File: config.mk
export PLATFORM = sky130hd
export DESIGN_NAME = os_phase_gate_flat
export DESIGN_NICKNAME = d
export VERILOG_FILES = /design/src/rtl/os_phase_gate_pkg.sv /design/src/rtl/os_phase_gate_if.sv /design/src/rtl/os_phase_gate_phase_ctr.sv /design/src/rtl/os_phase_gate.sv /design/src/flat_wrapper.sv
export SDC_FILE = /design/constraint.sdc
export NUM_CORES = 1
export LEC_CHECK = 0
export ABC_AREA = 1
export CORE_ASPECT_RATIO = 1.2
export CORE_MARGIN = 4
export CORE_UTILIZATION = 43
export DETAILED_ROUTE_END_ITERATION = 10
export HOLD_SLACK_MARGIN = 0.12
export PLACE_DENSITY_LB_ADDON = 0.3
export SYNTH_ARGS = -nofsm -noshare
export SYNTH_HDL_FRONTEND = slang
export SYNTH_HIERARCHICAL = 1
export SYNTH_SLANG_ARGS = --single-unit
File: constraint.sdc
create_clock -name clk -period 4.73 [get_ports clk]
set_input_delay 0.7095 -clock clk [delete_from_list [all_inputs] [get_ports clk]]
set_output_delay 0.7095 -clock clk [all_outputs]
set_load 0.005 [all_outputs]
File: src/rtl/os_phase_gate_pkg.sv
// Shared types and helpers for the oversampled PFB pacing stage.
//   state_e  : gate FSM states
//   PHA_W    : phase width for the default FFT_LEN build
//   CYC_W    : slot counter width for the default FFT_LEN build
//   pha_dec  : phase decrement modulo the branch count
package os_pkg;

  localparam int unsigned FFT_LEN_DFLT = 32;
  localparam int unsigned PHA_W        = $clog2(FFT_LEN_DFLT);
  localparam int unsigned CYC_W        = $clog2(FFT_LEN_DFLT);

  typedef enum logic [1:0] {
    IDLE  = 2'd0,
    ARMED = 2'd1,
    RUN   = 2'd2
  } state_e;

  // Commutator steps backwards through the branches, wrapping 0 -> m-1.
  function automatic int unsigned pha_dec(input int unsigned p, input int unsigned m);
    return (p == 0) ? (m - 1) : (p - 1);
  endfunction

endpackage

File: src/rtl/os_phase_gate_if.sv
// AXI-Stream data channel (tdata/tvalid/tready).
//   master : drives tdata/tvalid, receives tready
//   slave  : receives tdata/tvalid, drives tready
interface axis_if #(
  parameter int unsigned W = 32
) ();
  logic [W-1:0] tdata;
  logic         tvalid;
  logic         tready;

  modport master (output tdata, output tvalid, input tready);
  modport slave  (input tdata, input tvalid, output tready);
endinterface

File: src/rtl/os_phase_gate_phase_ctr.sv
// Commutator phase register.
//   clk, rst : clock, synchronous active-high reset (loads SRT_PHA)
//   load     : reload SRT_PHA (wins over adv)
//   adv      : step phase down by one, modulo FFT_LEN
//   phase    : current phase
module os_phase_ctr
  import os_pkg::*;
#(
  parameter int unsigned FFT_LEN = FFT_LEN_DFLT,
  parameter int unsigned SRT_PHA = 23
) (
  input  logic                       clk,
  input  logic                       rst,
  input  logic                       load,
  input  logic                       adv,
  output logic [$clog2(FFT_LEN)-1:0] phase
);

  localparam int unsigned PW = (FFT_LEN == FFT_LEN_DFLT) ? PHA_W : $clog2(FFT_LEN);

  logic [PW-1:0] phase_q, phase_d;

  // Next phase: reload on stop, decrement on each consumed beat.
  always_comb begin
    phase_d = phase_q;
    if (load)     phase_d = PW'(SRT_PHA);
    else if (adv) phase_d = PW'(pha_dec(32'(phase_q), FFT_LEN));
  end

  always_ff @(posedge clk) begin
    if (rst) phase_q <= PW'(SRT_PHA);
    else     phase_q <= phase_d;
  end

  assign phase = phase_q;

endmodule

File: src/rtl/os_phase_gate.sv
// AXIS pacing stage: passes DEC_FAC samples per FFT_LEN-cycle frame, pauses
// for the rest, and tags every beat with its commutator phase.
//   clk, rst     : clock, synchronous active-high reset
//   en           : run request; stopping takes effect at a frame boundary
//   s_axis       : input stream (NCHAN*2*TDATA_WIDTH bits)
//   m_axis       : output stream, combinational pass-through in consume slots
//   m_axis_tlast : last consumed beat of the frame
//   phase        : phase of the current m_axis beat
//   frame_cnt    : completed frames, wraps
//   running      : FSM in RUN
//   underflow    : sticky, input starved while downstream was ready
module os_phase_gate
  import os_pkg::*;
#(
  parameter int unsigned TDATA_WIDTH     = 16,
  parameter int unsigned NCHAN           = 1,
  parameter int unsigned FFT_LEN         = FFT_LEN_DFLT,
  parameter int unsigned DEC_FAC         = 24,
  parameter int unsigned SRT_PHA         = 23,
  parameter int unsigned FRAME_CNT_WIDTH = 16
) (
  input  logic                       clk,
  input  logic                       rst,
  input  logic                       en,
  axis_if.slave                      s_axis,
  axis_if.master                     m_axis,
  output logic                       m_axis_tlast,
  output logic [$clog2(FFT_LEN)-1:0] phase,
  output logic [FRAME_CNT_WIDTH-1:0] frame_cnt,
  output logic                       running,
  output logic                       underflow
);

  localparam int unsigned CW = (FFT_LEN == FFT_LEN_DFLT) ? CYC_W : $clog2(FFT_LEN);
  localparam int unsigned FW = FRAME_CNT_WIDTH;

  state_e        state_q, state_d;
  logic [CW-1:0] cyc_q, cyc_d;
  logic [FW-1:0] frame_q, frame_d;
  logic          uf_q, uf_d;
  logic          pha_load, pha_adv;
  logic          consume_c, xfer_c, frame_end_c;

  // Slot decode; compared in 32 bits so DEC_FAC == FFT_LEN cannot alias to 0.
  assign consume_c   = (state_q == RUN) && (32'(cyc_q) < DEC_FAC);
  assign xfer_c      = consume_c && s_axis.tvalid && m_axis.tready;
  assign frame_end_c = (state_q == RUN) && (32'(cyc_q) == FFT_LEN - 1) &&
                       (!consume_c || xfer_c);

  // Next state, slot/frame counters and stream steering.
  always_comb begin
    state_d       = state_q;
    cyc_d         = cyc_q;
    frame_d       = frame_q;
    uf_d          = uf_q;
    pha_load      = 1'b0;
    pha_adv       = 1'b0;
    m_axis.tdata  = s_axis.tdata;
    m_axis.tvalid = 1'b0;
    s_axis.tready = 1'b0;
    m_axis_tlast  = 1'b0;

    unique case (state_q)
      IDLE: begin
        if (en) state_d = ARMED;
      end
      ARMED: begin
        if (!en)               state_d = IDLE;
        else if (s_axis.tvalid) state_d = RUN;
      end
      RUN: begin
        if (consume_c) begin
          m_axis.tvalid = s_axis.tvalid;
          s_axis.tready = m_axis.tready;
          m_axis_tlast  = (32'(cyc_q) == DEC_FAC - 1);
          if (m_axis.tready && !s_axis.tvalid) uf_d = 1'b1;
          if (xfer_c) begin
            cyc_d   = cyc_q + CW'(1);
            pha_adv = 1'b1;
            if (m_axis_tlast) frame_d = frame_q + FW'(1);
          end
        end else begin
          // Pause slots tick regardless of handshake.
          cyc_d = cyc_q + CW'(1);
        end
        if (frame_end_c) begin
          cyc_d = '0;
          if (!en) begin
            state_d  = IDLE;
            pha_load = 1'b1;
          end
        end
      end
      default: state_d = state_e'('x);
    endcase
  end

  always_ff @(posedge clk) begin
    if (rst) begin
      state_q <= IDLE;
      cyc_q   <= '0;
      frame_q <= '0;
      uf_q    <= 1'b0;
    end else begin
      state_q <= state_d;
      cyc_q   <= cyc_d;
      frame_q <= frame_d;
      uf_q    <= uf_d;
    end
  end

  os_phase_ctr #(
    .FFT_LEN (FFT_LEN),
    .SRT_PHA (SRT_PHA)
  ) u_phase_ctr (
    .clk   (clk),
    .rst   (rst),
    .load  (pha_load),
    .adv   (pha_adv),
    .phase (phase)
  );

  assign frame_cnt = frame_q;
  assign running   = (state_q == RUN);
  assign underflow = uf_q;

endmodule

File: src/flat_wrapper.sv
// flat-port wrapper written by rule: the top's interface ports become plain ports
module os_phase_gate_flat import os_pkg::*;
#(
  parameter int unsigned TDATA_WIDTH     = 16,
  parameter int unsigned NCHAN           = 1,
  parameter int unsigned FFT_LEN         = FFT_LEN_DFLT,
  parameter int unsigned DEC_FAC         = 24,
  parameter int unsigned SRT_PHA         = 23,
  parameter int unsigned FRAME_CNT_WIDTH = 16
)
  (clk, rst, en, m_axis_tlast, phase, frame_cnt, running, underflow, s_axis_tdata, s_axis_tvalid, s_axis_tready, m_axis_tdata, m_axis_tvalid, m_axis_tready);
  axis_if #(.W((32))) s_axis_i ();
  axis_if #(.W((32))) m_axis_i ();
  input  logic clk;
  input  logic rst;
  input  logic en;
  output logic m_axis_tlast;
  output logic [$clog2(FFT_LEN)-1:0] phase;
  output logic [FRAME_CNT_WIDTH-1:0] frame_cnt;
  output logic running;
  output logic underflow;
  input wire logic [$bits(s_axis_i.tdata)-1:0] s_axis_tdata;
  input wire logic [$bits(s_axis_i.tvalid)-1:0] s_axis_tvalid;
  output wire logic [$bits(s_axis_i.tready)-1:0] s_axis_tready;
  output wire logic [$bits(m_axis_i.tdata)-1:0] m_axis_tdata;
  output wire logic [$bits(m_axis_i.tvalid)-1:0] m_axis_tvalid;
  input wire logic [$bits(m_axis_i.tready)-1:0] m_axis_tready;
  assign s_axis_i.tdata = s_axis_tdata;
  assign s_axis_i.tvalid = s_axis_tvalid;
  assign s_axis_tready = s_axis_i.tready;
  assign m_axis_tdata = m_axis_i.tdata;
  assign m_axis_tvalid = m_axis_i.tvalid;
  assign m_axis_i.tready = m_axis_tready;
  os_phase_gate #(.TDATA_WIDTH(TDATA_WIDTH), .NCHAN(NCHAN), .FFT_LEN(FFT_LEN), .DEC_FAC(DEC_FAC), .SRT_PHA(SRT_PHA), .FRAME_CNT_WIDTH(FRAME_CNT_WIDTH)) u_core (.clk(clk), .rst(rst), .en(en), .s_axis(s_axis_i), .m_axis(m_axis_i), .m_axis_tlast(m_axis_tlast), .phase(phase), .frame_cnt(frame_cnt), .running(running), .underflow(underflow));
endmodule
## After elaboration in Yosys (flattened, before gate mapping)

Cells that the tools add are included.

- Bits in writable memories: 0
- Output and inout port bits: 58
- Bits in read-only memories: 0
- Bits of input ports: 37
- Memories: 0
- Register bits after elaboration: 29
- Word-level logic and storage cells: 56
- Bits in latches: 0

- Muxes and demuxes: 22
- Reductions and logical operators: 16
- Equality and inequality tests: 9
- Bitwise logic cells: 0
- Shift operators: 0
- Div/mod/pow operators: 0
- Multipliers: 0
- Add/sub/neg operators: 3
- Order comparisons: 1

Operators with widths:

| cell | count |
|---|---|
| 5-bit 2-to-1 mux | 4 |
| 16-bit by 1-bit adder with 16-bit output, second input constant | 1 |
| 1-bit 2-to-1 mux | 12 |
| 5-bit equality test, second input constant | 2 |
| 2-bit 2-to-1 mux | 5 |
| 4-bit AND reduction | 2 |
| 1-bit logical AND | 6 |
| 3-bit inequality test, second input constant | 2 |
| 2-bit one-hot mux with 3 select lines | 1 |
| 5-bit by 1-bit adder with 5-bit output, second input constant | 1 |
| 5-bit zero test | 1 |
| 5-bit less-than comparator, second input constant | 1 |
| 5-bit by 1-bit subtractor with 5-bit output, second input constant | 1 |
| 2-bit inequality test, second input constant | 2 |
| 3-bit AND reduction | 1 |
| 2-bit by 1-bit equality test with 1-bit output, second input constant | 1 |
| 2-bit equality test, second input constant | 1 |
| 1-bit zero test | 2 |
| 2-bit zero test | 1 |
| 2-bit by 1-bit inequality test with 1-bit output, second input constant | 1 |
| 2-bit AND reduction | 1 |
| 2-bit OR reduction | 1 |
| 1-bit logical OR | 1 |

## Longest topological paths before layout

Gate-level depths: netlist (run 1).

- Depth in word-level cells: 9
- Depth in mapped cells: 13
- Depth with buffers taken out: 13

## By module

Netlist (run 1), hierarchy kept.

By module, submodules not included:

| module | cells each | times used | area each (um^2) | seq. area each (um^2) |
|---|---|---|---|---|
| os_phase_gate | 245 | 1 | 1627.8 | 480.5 |
| os_phase_ctr | 36 | 1 | 247.7 | 100.1 |

## Worst setup path after synthesis (run 1)

Ideal clock, no wire load.

- Path kind: register to output
- Start: register u_core.cyc_q[0]
- End: output m_axis_tlast
- Path slack: 3.034 ns
- Stages on the path, launching flop included: 6
- Arrival: 0.986 ns
- Required time: 4.021 ns
- Cell sequence: dfxtp_1 ha_1 nand2_1 inv_1 nand3_1 nor2_1

- Cells in the longest elaborated chain, start to end: 4
- Elaborated cells between the ends (all ways): 5

Ends and longest elaborated chain:

| item | line | text |
|---|---|---|
| from (decl) | os_phase_gate.sv:38 | `logic [CW-1:0] cyc_q, cyc_d;` |
| from (signal assigned) | os_phase_gate.sv:106 | `cyc_q <= cyc_d;` |
| 5-bit less-than comparator | os_phase_gate.sv:45 | `assign consume_c = (state_q == RUN) && (32'(cyc_q) < DEC_FAC);` |
| 1-bit logical AND | os_phase_gate.sv:45 |  |
| 1-bit 2-to-1 mux * | os_phase_gate.sv:72 | `if (consume_c) begin` |
| 1-bit 2-to-1 mux * | os_phase_gate.sv:63 | `unique case (state_q)` |
| to (decl) | flat_wrapper.sv:17 | `output logic m_axis_tlast;` |

Mark *: on every way between the ends. The rest lies on a longest branch, timed or not.

## Worst setup path in the final report (run 1)

- Start: input s_axis_tvalid
- End: output m_axis_tvalid

- Cells in the longest elaborated chain, start to end: 2

Ends and longest elaborated chain:

| item | line | text |
|---|---|---|
| from (decl) | flat_wrapper.sv:23 | `input wire logic [$bits(s_axis_i.tvalid)-1:0] s_axis_tvalid;` |
| 1-bit 2-to-1 mux | os_phase_gate.sv:72 |  |
| 1-bit 2-to-1 mux | os_phase_gate.sv:63 |  |
| to (decl) | flat_wrapper.sv:26 | `output wire logic [$bits(m_axis_i.tvalid)-1:0] m_axis_tvalid;` |

No other way between the ends.

==> flow_summary_export.csv, run 1 <==
group,metric,value,unit
logic_synthesis,ys_seq_elements,29,
critical_path,r2r-start,"u_core/cyc_q[0]",
power_and_ir_drop,internal-power,0.3840,mW
min_path,hold_depth,2,
power_and_ir_drop,combinationalPowerShare,0.037,
critical_path,cp.arrival,1.99,ns
final_layout,layout_common_cells,"nand2_1 (76), nor2_1 (35), clkdlybuf4s50_1 (30)",
drt,wl_per_cell,11.01,um
sta,slew_headroom,0.4866,
critical_path,crit_path_start,"s_axis_tvalid",
global_routing,antenna_found_initial,0,
logic_synthesis,yosysWarnings,6,
drt,routed-via-count,1674,
logic_synthesis,yosysUniqueCellTypes,26,
place,portBuffers,30,
logic_synthesis,async_flop_share,0,
critical_path,critPathTopFamily,"buffers and inverters",
floorplan,start_util,0.4435,
final_layout,register_area,580.6,sq um
drt,post_drt_via_cell_ratio,4.938,
cts,clkSinkCount,29,
power_and_ir_drop,switchingPower,0.1008,mW
sta,holdWs,0.4720,ns
critical_path,critPathLaunchType,"primary input",
power_and_ir_drop,switching_share,0.2079,
place,dp_hpwl,2756,um
global_routing,grt_max_degree,22,
critical_path,end_kind,"output port",
critical_path,r2r_slack,2.93,ns
global_routing,gr-total-overflow,0,
logic_synthesis,synthesis.nets,322,
logic_synthesis,synthFlopType,"dfxtp_1",
cts,clk_latency,0.27,ns
sta,tightest_slew,0.7677,ns
power_and_ir_drop,power_frac_seq,0.511,
final_layout,drive_gt1_frac,0.06007,
power_and_ir_drop,cellPowerDensity,232.7,nW/um^2
floorplan,die_width,68.29,um
final_layout,n_antenna_cell,0,
sta,drv_slew,0,
global_routing,grt_pass1_wl,6313,um
floorplan,die_area,5487,sq um
drt,firstDrtPassIters,4,
sta,fin_skew,0.004862,ns
logic_synthesis,synth_edf_count,0,
drt,drc,0,
cts,hold_buffers,0,
sta,fin_crit_sh,0.5714,
final_layout,fill_cells,450,
critical_path,crit_top_cell,"clkdlybuf4s50_1",
floorplan,core_area,4229,sq um
final_layout,multi_input_area,914.6,sq um
critical_path,path_buf_inv,3,
power_and_ir_drop,ir_worst_vdd,0.1284,mV
critical_path,cp_cell_sequence,"clkdlybuf4s50_1 -> inv_1 -> nor2_1 -> clkdlybuf4s50_1",
global_routing,grt_pass1_vias,1490,
drt,routed_wl,3733,um
min_path,hold_start,"u_core/u_phase_ctr/phase[4]",
power_and_ir_drop,clkPwrFrac,0.452,
critical_path,cp_max_fo,4,
power_and_ir_drop,p_total,0.4847,mW
final_layout,final_common_cell,"nand2_1",
cts,clock_path_buffers,2,
floorplan,io_pins,95,
sta,fmaxAchievable,0.3700,GHz
cts,cts_setup_buffers,0,
global_routing,grt_usage,0.1496,
logic_synthesis,yosysSeqAreaShare,0.3095,
final_layout,nNetsFinal,323,
critical_path,slowest_stage,"clkdlybuf4s50_1",
cts,ctsResizeCount,0,
drt,first_iter_violations,54,
final_layout,area_delta_synth_final,11.07,%
sta,hold_violations,0,
cts,cts_htree_levels,2,
min_path,min_to,"u_core/u_phase_ctr/phase[4]",
logic_synthesis,synth.cell_area,1876,sq um
min_path,min_path_type,"register to register",
place,gp_congestion,0.7878,
sta,rsz0062_at_grt,"no",
outcome,status,"complete, no violations",
floorplan,num_rows,26,
job,maxCapViolCount,0,
cts,path_clk_slew,0.06,ns
logic_synthesis,synthCells,281,
critical_path,required,4.02,ns
critical_path,rr_worst_depth,12,
power_and_ir_drop,p_leak,0.8370,nW
cts,cts_root_buf,"clkbuf_8",
floorplan,die_h,80.35,um
logic_synthesis,syn_area_per_cell,6.675,sq um
cts,cts_tree,"done",
critical_path,worst_r2r_endpoint,"u_core/u_phase_ctr/phase[4]",
sta,tns,0,ns
sta,period_minus_slack,2.703,ns
drt,ant_nets,0,
cts,cts_buffers,5,
critical_path,crit_type,"primary input to output port",
sta,setup_viol,0,
critical_path,cpPeakStageDelay,0.56,ns
-- final cells by class --
class | instances | area share
Multi-Input combinational cell | 185 | 0.4390
Sequential cell | 29 | 0.2787
Timing Repair Buffer | 30 | 0.1441
Inverter | 31 | 0.05586
Clock buffer | 7 | 0.04625
Tap cell | 56 | 0.03363
Clock inverter | 1 | 0.002402
-- Yosys cell counts (3+ instances only) --
| cell type | number | area [sq um] |
|---|---|---|
| o21ai_1 | 3 | 15.01 |
| xnor2_1 | 3 | 26.28 |
| nand2_1 | 76 | 285.3 |
| nor2_1 | 35 | 131.4 |
| nand4_1 | 10 | 62.56 |
| inv_1 | 29 | 108.9 |
| ha_1 | 4 | 50.05 |
| buf_4 | 32 | 240.2 |
| dfxtp_1 | 29 | 580.6 |
| a21oi_1 | 20 | 100.1 |
| nand3_1 | 17 | 85.08 |
-- cell families after synthesis --
kind of cell             count (synthesis)  share of synthesized area
adder cells (fa/ha/maj)                  4                    0.02669
flip-flops                              29                     0.3095
AO/OA/AOI/OAI                           30                    0.08739
buffers and inverters                   67                     0.2028
AND/OR/NAND/NOR                        146                     0.3502
XOR/XNOR                                 5                    0.02335
-- tightest hold or removal path, delay by kind of cell, from the launching register on --
family	cells	cell delay [ns]
DFF	1	0.31
AOI/OAI and AO/OA	1	0.07
and+or+nand+nor	1	0.05
-- per-layer routing --
metal | wire length [um] | vias to the layer above | global-route usage
met5 | 0 | - | 0
met4 | 27 | 0 | 0.05765
met3 | 228 | 2 | 0.05455
met2 | 1861 | 43 | 0.2546
met1 | 1615 | 767 | 0.1654
li1 | - | 862 | -
-- sequential cells by signal (all words and copies together), names as in the netlist --
| name | cells |
|---|---|
| u_core/underflow | 1 |
| u_core/u_phase_ctr/phase | 5 |
| u_core/frame_cnt | 16 |
| u_core/state_q | 2 |
| u_core/cyc_q | 5 |
-- per-stage QoR --
step | util | area (sq um) | instances | setup WS (ns)
floorplan | - | 1876 | 281 | 3.034
global placement | 0.4686 | 1982 | 331 | 2.051
detailed placement | 0.4686 | 1982 | 331 | 2.036
CTS | 0.4926 | 2083 | 339 | 2.018
global route | 0.4926 | 2083 | 339 | 1.954
finish | 0.4926 | 2083 | 339 | 2.027
-- power by group through the flow --
stage                     registers, mW  clock network, mW  logic, mW
after global placement            0.253                  0     0.0181
final                             0.248              0.219     0.0180
after floorplan                   0.253                  0     0.0325
after global routing              0.248              0.240     0.0204
after detailed placement          0.253                  0     0.0182
after CTS                         0.247              0.232     0.0183
-- worst max path at each step --
stage / cells past startpoint / end
floorplan: 5 / m_axis_tlast
global placement: 4 / m_axis_tvalid
detailed placement: 4 / m_axis_tvalid
CTS: 4 / m_axis_tvalid
global route: 4 / m_axis_tvalid
finish: 4 / m_axis_tvalid
(Power assumes the default switching activity.)
==> run 2: changes to the inputs <==
CORE_UTILIZATION = 40   (was 43)
clock period = 2.5 ns   (was 4.73 ns; I/O delays follow)
==> run 2 against run 1 <==
Utilization shrank 3.5 points. Combinational power is 98% higher. Highest routed layer unchanged. Worst hold slack improved by 0.0087 ns. Largest power group unchanged. Critical endpoint is now m_axis_tlast. Global-route usage fell by 1.4 points.
==> flow_summary_export.csv, run 2 (same netlist as run 1, synthesis figures left out) <==
group,metric,value,unit
drt,ant_nets,0,
power_and_ir_drop,p_leak,0.8361,nW
drt,post_drt_via_cell_ratio,4.851,
drt,wl_met2,1843,um
floorplan,die_h,83.01,um
final_layout,drive_gt1_frac,0.05986,
drt,first_iter_violations,93,
place,place_area,1999,sq um
final_layout,n_antenna_cell,0,
final_layout,nNetsFinal,325,
cts,cts_htree_levels,2,
drt,routed_wl,3891,um
min_path,min_path_type,"register to register",
critical_path,required,2.12,ns
floorplan,io_pins,95,
drt,met3_wirelength,226,um
outcome,status,"complete, no violations",
cts,clock_path_buffers,2,
global_routing,grt_pass1_wl,6637,um
final_layout,fill_cells,505,
sta,tns,0,ns
floorplan,die_width,70.51,um
global_routing,antenna_found_initial,0,
cts,cts_tree,"done",
final_layout,largest_reg_flops,16,
sta,fmaxAchievable,0.4445,GHz
final_layout,final_area,2086,sq um
job,maxCapViolCount,0,
sta,period_minus_slack,2.250,ns
final_layout,layout_common_cells,"nand2_1 (76), nor2_1 (35), clkdlybuf4s50_1 (30)",
drt,drc,0,
drt,firstDrtPassIters,4,
sta,slew_headroom,0.6650,
sta,tightest_slew,0.5009,ns
drt,routed.top_layer,"met4",
cts,clk_latency,0.28,ns
place,gp_congestion,0.8126,
sta,drv_slew,0,
global_routing,grt_pass1_vias,1501,
cts,cts_root_buf,"clkbuf_8",
critical_path,critPathLaunchType,"register",
sta,hold_violations,0,
floorplan,die_area,5853,sq um
critical_path,crit_type,"register to output port",
place,dp_cells,335,
drt,wl_met1,1764,um
sta,fin_crit_sh,0.8999,
final_layout,area_delta_synth_final,11.21,%
place,dp_hpwl,2880,um
cts,ctsResizeCount,0,
critical_path,end_kind,"output port",
drt,routed-via-count,1659,
cts,clkSinkCount,29,
cts,path_clk_slew,0.05,ns
power_and_ir_drop,cellPowerDensity,425.3,nW/um^2
cts,hold_buffers,0,
global_routing,grt_max_degree,20,
drt,wl_per_cell,11.38,um
global_routing,gr-total-overflow,0,
global_routing,grt_usage,0.1352,
power_and_ir_drop,ir_worst_vdd,0.2609,mV
critical_path,cp.arrival,1.87,ns
sta,rsz0062_at_grt,"no",
floorplan,core_area,4561,sq um
floorplan,start_util,0.4112,
critical_path,r2r_slack,0.73,ns
power_and_ir_drop,p_total,0.8870,mW
final_layout,finish.utilization,0.4573,
sta,setup_viol,0,
place,portBuffers,30,
critical_path,cp_max_fo,4,
final_layout,fin_cells,342,
cts,cts_setup_buffers,0,
final_layout,final_common_cell,"nand2_1",
sta,fin_skew,0.008448,ns
floorplan,num_rows,27,
cts,cts_buffers,5,
==> run 2: where the power goes <==
| group | leakage (nW) | switching [mW] | total, mW | internal (mW) |
|---|---|---|---|---|
| Sequential | 0.234 | 0.00353 | 0.468 | 0.465 |
| Combinational | 0.558 | 0.0208 | 0.0357 | 0.0149 |
| Clock | 0.0443 | 0.165 | 0.383 | 0.218 |
==> run 2: final timing paths <==
path,startpoint,endpoint,depth (start not counted)
worst max-delay path,u_core/cyc_q[0],m_axis_tlast,6
worst min register to register,u_core/cyc_q[3],u_core/cyc_q[3],2
worst max register to register,u_core/cyc_q[0],u_core/u_phase_ctr/phase[4],12
worst min-delay path,u_core/cyc_q[3],u_core/cyc_q[3],2
==> run 2: final cells by class <==
| cell class | count | area [sq um] | area share |
|---|---|---|---|
| multi-input cells | 185 | 914.6 | 0.4385 |
| flip-flops and latches | 29 | 580.6 | 0.2783 |
| repair buffers | 32 | 315.3 | 0.1512 |
| inverters | 31 | 116.4 | 0.05579 |
| clock buffers | 7 | 86.33 | 0.04139 |
| well taps | 58 | 72.57 | 0.03479 |
==> run 2: metal layers <==
| layer | vias to the layer above | global-route usage |
|---|---|---|
| met2 | 44 | 0.2249 |
| met3 | 7 | 0.03753 |
| met5 | - | 0 |
| met4 | 0 | 0.06272 |
| li1 | 866 | - |
| met1 | 742 | 0.1585 |
==> run 2: critical path, cell delays in order (launching register included) <==
cell and delay [ns]:
dfxtp_1 0.37, ha_1 0.19, nand2_1 0.08, inv_1 0.07, nand3_1 0.21, nor2_1 0.17
clkdlybuf4s50_1 0.52
==> run 2: stage by stage <==
stage | setup slack (ns) | hold slack (ns)
floorplan | 0.9437 | 0.4502
global placement | 0.4779 | 0.4697
detailed placement | 0.4649 | 0.4718
CTS | 0.2268 | 0.4813
global route | 0.1334 | 0.4970
finish | 0.2503 | 0.4807
